$ cat src/rtl/vasim_chain_matcher.sv
// Linear chain of PATTERN_LEN STEs recognising a fixed byte string, with a one-entry
// report buffer (valid/ready), saturating match counter and sticky overflow flag.
module vasim_chain_matcher #(
   parameter int unsigned                PATTERN_LEN = 3,
   // Character i sits in bits [8i+7:8i] and i=0 is matched first, so "SRC" packs as C,R,S.
   parameter logic [8*PATTERN_LEN-1:0]   PATTERN     = {8'h43, 8'h52, 8'h53},
   parameter bit                         CASE_FOLD   = 1'b1,
   parameter int unsigned                START_MODE  = 2,
   parameter int unsigned                OFFSET_W    = 32,
   parameter int unsigned                CNT_W       = 16
) (
   input  logic                clk_i,
   input  logic                rst_ni,
   input  logic                run_i,
   input  logic [7:0]          symbols_i,
   output logic                match_out_o,
   output logic                report_valid_o,
   input  logic                report_ready_i,
   output logic [OFFSET_W-1:0] report_offset_o,
   output logic [CNT_W-1:0]    report_count_o,
   output logic                report_overflow_o
);

   localparam bit AllInput = (START_MODE == 2);

   function automatic logic is_letter(input logic [7:0] c);
      return ((c >= 8'h41) && (c <= 8'h5a)) || ((c >= 8'h61) && (c <= 8'h7a));
   endfunction

   function automatic logic char_match(input logic [7:0] a, input logic [7:0] b);
      if (CASE_FOLD && is_letter(a) && is_letter(b)) begin
         return (a & 8'hdf) == (b & 8'hdf);
      end
      return a == b;
   endfunction

   logic [PATTERN_LEN-1:0] char_hit;
   logic [PATTERN_LEN-1:0] ste_q, ste_d;
   logic                   first_q, first_d;
   logic [OFFSET_W-1:0]    off_q, off_d;
   logic                   en0;
   logic                   hit;

   logic                   valid_q, valid_d;
   logic [OFFSET_W-1:0]    offset_q, offset_d;
   logic [CNT_W-1:0]       cnt_q, cnt_d;
   logic                   ovf_q, ovf_d;

   always_comb begin
      char_hit = '0;
      for (int unsigned i = 0; i < PATTERN_LEN; i++) begin
         char_hit[i] = char_match(symbols_i, PATTERN[8*i +: 8]);
      end
   end

   assign en0 = AllInput | first_q;

   // Chain advance: every STE shifts at once, and only on run cycles.
   always_comb begin
      ste_d   = ste_q;
      first_d = first_q;
      off_d   = off_q;
      if (run_i) begin
         ste_d[0] = en0 & char_hit[0];
         for (int unsigned i = 1; i < PATTERN_LEN; i++) begin
            ste_d[i] = ste_q[i-1] & char_hit[i];
         end
         first_d = 1'b0;
         off_d   = off_q + OFFSET_W'(1);
      end
   end

   assign hit = run_i & ste_d[PATTERN_LEN-1];

   always_comb begin
      valid_d  = valid_q;
      offset_d = offset_q;
      ovf_d    = ovf_q;
      cnt_d    = cnt_q;
      if (hit) begin
         if (!valid_q || report_ready_i) begin
            valid_d  = 1'b1;
            offset_d = off_q;
         end else begin
            // Buffer still occupied and not being drained: keep the old report.
            ovf_d = 1'b1;
         end
         if (cnt_q != {CNT_W{1'b1}}) begin
            cnt_d = cnt_q + CNT_W'(1);
         end
      end else if (valid_q && report_ready_i) begin
         valid_d = 1'b0;
      end
   end

   always_ff @(posedge clk_i or negedge rst_ni) begin
      if (!rst_ni) begin
         ste_q    <= '0;
         first_q  <= 1'b1;
         off_q    <= '0;
         valid_q  <= 1'b0;
         offset_q <= '0;
         cnt_q    <= '0;
         ovf_q    <= 1'b0;
      end else begin
         ste_q    <= ste_d;
         first_q  <= first_d;
         off_q    <= off_d;
         valid_q  <= valid_d;
         offset_q <= offset_d;
         cnt_q    <= cnt_d;
         ovf_q    <= ovf_d;
      end
   end

   assign match_out_o       = ste_q[PATTERN_LEN-1];
   assign report_valid_o    = valid_q;
   assign report_offset_o   = offset_q;
   assign report_count_o    = cnt_q;
   assign report_overflow_o = ovf_q;

endmodule

$ cat config.mk
export PLATFORM = sky130hd
export DESIGN_NAME = vasim_chain_matcher
export DESIGN_NICKNAME = d
export VERILOG_FILES = /design/src/rtl/vasim_chain_matcher.sv
export SDC_FILE = /design/constraint.sdc
export NUM_CORES = 1
export LEC_CHECK = 0
export CAP_MARGIN = 40
export CORE_MARGIN = 4
export CORE_UTILIZATION = 53
export CTS_CLUSTER_DIAMETER = 50
export DETAILED_ROUTE_END_ITERATION = 16
export PLACE_DENSITY_LB_ADDON = 0.15
export SLEW_MARGIN = 20
export SYNTH_ARGS = -nofsm -noshare
export SYNTH_HDL_FRONTEND = slang
export SYNTH_SLANG_ARGS = --single-unit
$ cat constraint.sdc
create_clock -name clk_i -period 1.9 [get_ports clk_i]
set_input_delay 0.19 -clock clk_i [delete_from_list [all_inputs] [get_ports clk_i]]
set_output_delay 0.19 -clock clk_i [all_outputs]
set_load 0.01 [all_outputs]
==> summary.md <==
| Metric | Value |
|---|---|
| Nets | `391` |
| CTS tree | `built` |
| Worst setup endpoint | `off_q[31]$_DFFE_PN0P_` |
| Top-area cell type share of the netlist area | `57.3%` |
| Post-Syn Area per Cell | `12.9 um^2` |
| Area growth from synthesis to final layout | `30.2%` |
| Clk buf depth | `2` |
| Synth area leader | `dfrtp_1` |
| # DRC | `0` |
| Gr usage total | `18.5%` |
| Share of the core filled with cells | `71.2%` |
| Final Non-Filler Cells | `478` |
| DR WL/cell | `15.3 um` |
| Initial Util | `54.7%` |
| Number of enable flip-flop cells after synthesis | `0` |
| H-tree levels | `3` |
| 1st-pass router iterations | `4` |
| Max Slew Vio Count | `0` |
| Worst slew pin tran | `0.488 ns` |
| Crit. End Element | `register` |
| Place WS | `-0.0311 ns` |
| Reg2reg path depth | `4` |
| RSZ-0062 raised after global routing | `false` |
| Slew margin rel. | `67.5%` |
| Sequential fraction of the synthesis area | `57.3%` |
| R2R Path Start | `off_q[8]$_DFFE_PN0P_` |
| Initial antenna violation count | `0` |
| Final hold vios | `0` |
| Worst setup slack after layout | `0.179 ns` |
| GP Congestion | `0.842` |
| Combinational power share | `6.1%` |
| Largest net degree at the start of global routing | `37` |
| Crit start category | `register` |
| Clock Pin Slew Worst Setup and Hold Paths | `0.09 ns` |
| Cells resized by post-CTS repair | `0` |
| Pwr dens | `754 nW/um^2` |
| CTS Hold Buffers Added | `1` |
| Core area | `6790 um^2` |
| Final setup fails | `0` |
| CP Class | `reg -> reg` |
| Cells after Synth | `287` |
| Setup crit start | `off_q[8]$_DFFE_PN0P_` |
| Die area | `8410 um^2` |
| Row Count | `30` |
| Grt ovf | `0` |
| Unique masters post-synth | `41` |
| Tmin final | `1.72 ns` |
| DR vias | `2525` |
| #FFs+latches synth | `85` |
| # port buffers | `61` |
| Leakage power | `2.24 nW` |
| Initial DRC count | `151` |
| RR Endpoint | `off_q[31]$_DFFE_PN0P_` |
| HP Class | `in -> async` |
| Hpwl dp | `5320 um` |
| Die width | `91.7 um` |
| Required time of the critical path | `2.14 ns` |
| Layout cells sized above 1 | `22.5%` |
| Synth area leaders | `dfrtp_1 57%, mux2_2 11%, xnor2_1 6.8%` |
| Cell area after synthesis | `3710 um^2` |
| Sw Ratio | `23.7%` |
| Worst vdd ir | `0.000515 V` |
| Clock share of power | `39.7%` |
| YS warnings | `0` |
| R2R setup slack | `0.18 ns` |
| Clk_skew | `0.0170 ns` |
| Number of clock sinks | `85` |
| Post-Place Cells | `461` |
| CP arrival | `1.96 ns` |
| Switching pwr | `866 uW` |
| DR vias/cell | `5.28` |
| Seq pwr share | `54.2%` |
| CTS buffer count | `9` |
| Synthesized net count | `301` |
| Final Cycle Share | `90.6%` |
| Vias in the first global route | `2581` |
| Fmax | `581 MHz` |
| # IOs | `63` |
| First-pass GRT wire length | `12500 um` |
| Post-DRT Antenna Nets | `0` |
| Ant. Diodes | `0` |
| Worst-Skew Late Latency | `0.35 ns` |
| MaxCap Viol Count | `0` |
| Clock Tree Root | `clkbuf_8` |
| Worst Path Max Fanout | `8` |
| Final WL | `7300 um` |
| Die Y-Extent | `91.7 um` |
| P_int | `2.78 mW` |
| Setup bufs post-CTS | `0` |
| Synth async-reset ratio | `100%` |
| Status | `complete, no violations` |
| Top FF cell, synth | `dfrtp_1` |
[cell type report]
class | count | area [um^2]
sequential | 85 | 2130
fill | 494 | 1960
multi-input combinational | 191 | 1510
timing repair buffer | 86 | 836
clock buffer | 10 | 138
tap | 96 | 120
clock inverter | 6 | 92.6
inverter | 4 | 15.0
[logic make-up (layout without fill, tap and decap cells)]
family	Yosys count	after routing	share of synthesized area, %
AO/OA/AOI/OAI	9	9	1.75
multiplexers	36	36	11.0
XOR/XNOR	42	42	9.90
buffers and inverters	11	106	2.12
AND/OR/NAND/NOR	102	102	17.3
flip-flops	85	85	57.3
adder cells (fa/ha/maj)	2	2	0.674
[layout by cell type (no fill, tap or decap), types with 2 or more instances in the layout]
| cell | n |
|---|---|
| inv_6 | 2 |
| a21oi_1 | 2 |
| nor2_1 | 7 |
| nor4_4 | 2 |
| clkbuf_8 | 10 |
| bufinv_16 | 2 |
| clkinvlp_4 | 2 |
| nand2_1 | 16 |
| buf_4 | 22 |
| mux2_2 | 35 |
| nand3_1 | 13 |
| a31oi_1 | 2 |
| nand4_1 | 22 |
| nand2b_1 | 2 |
| and3_1 | 5 |
| nor2b_1 | 2 |
| a32o_1 | 2 |
| dfrtp_1 | 85 |
| buf_12 | 3 |
| and4_1 | 3 |
| nor4_1 | 5 |
| nor3b_1 | 2 |
| xnor2_1 | 29 |
| clkdlybuf4s50_1 | 60 |
| xor2_1 | 13 |
| ha_1 | 2 |
| nor3_1 | 7 |
| nor4b_1 | 2 |
| and2_1 | 3 |
| inv_1 | 4 |
[state kept, by name, summed over array words and instances (netlist names)]
name,cells
report_valid_o,1
off_q,32
ste_q,3
report_overflow_o,1
report_count_o,16
report_offset_o,32
[Yosys cell counts (2+ instances only)]
library cell and n:
ha_1 2, nor2_1 7, mux2_2 35, nand2_1 16
and4_1 3, nor4b_1 2, nor4_4 2, nand2b_1 2
nor3_1 7, buf_4 2, a31oi_1 2, and2_1 3
a32o_1 2, and3_1 5, buf_6 4, nand4_1 22
a21oi_1 2, nor2b_1 2, nor3b_1 2, inv_1 4
xnor2_1 29, dfrtp_1 85, nand3_1 13, nor4_1 5
xor2_1 13
[layer usage]
metal  GRT usage [%]  vias up  routed length, um
li1                -     1212                  -
met3            3.77       10                298
met4            6.31        0                 89
met2            29.6       52               3490
met1            25.2     1251               3420
met5               0        -                  0
[how the worst min path moves through the flow]
stage | startpoint | to | slack (ns) | depth (start not counted)
after floorplan | rst_ni | off_q[0]$_DFFE_PN0P_ | -0.11 | 0
after global placement | rst_ni | ste_q[0]$_DFFE_PN0P_ | 0.18 | 1
after detailed placement | rst_ni | ste_q[1]$_DFFE_PN0P_ | 0.19 | 1
after CTS | rst_ni | report_offset_o[13]$_DFFE_PN0P_ | 0.35 | 2
after global routing | rst_ni | report_offset_o[14]$_DFFE_PN0P_ | 0.37 | 2
final | rst_ni | report_offset_o[13]$_DFFE_PN0P_ | 0.34 | 2
[worst max-delay path, cell delays in order (launching register included)]
cell	delay, ns
dfrtp_1	0.47
nand4_1	0.24
nor4_4	0.54
nand4_1	0.20
xnor2_1	0.17
[stage by stage]
step	hold slack, ns	total power, mW	setup TNS, ns	cell area [um^2]
detailed placement	0.185	2.23	-0.177	4600
CTS	0.345	3.68	0	4840
floorplan	-0.106	2.11	0	3710
finish	0.337	3.65	0	4840
global placement	0.182	2.22	0	4600
global route	0.368	3.81	0	4840
[power groups by stage]
stage	Clock, mW	Combinational (mW)	Sequential [mW]
final	1.45	0.222	1.98
after global routing	1.56	0.255	1.99
after CTS	1.47	0.227	1.98
after detailed placement	0	0.222	2.01
after global placement	0	0.214	2.01
after floorplan	0	0.125	1.99
Power figures use the tool's default switching activity.
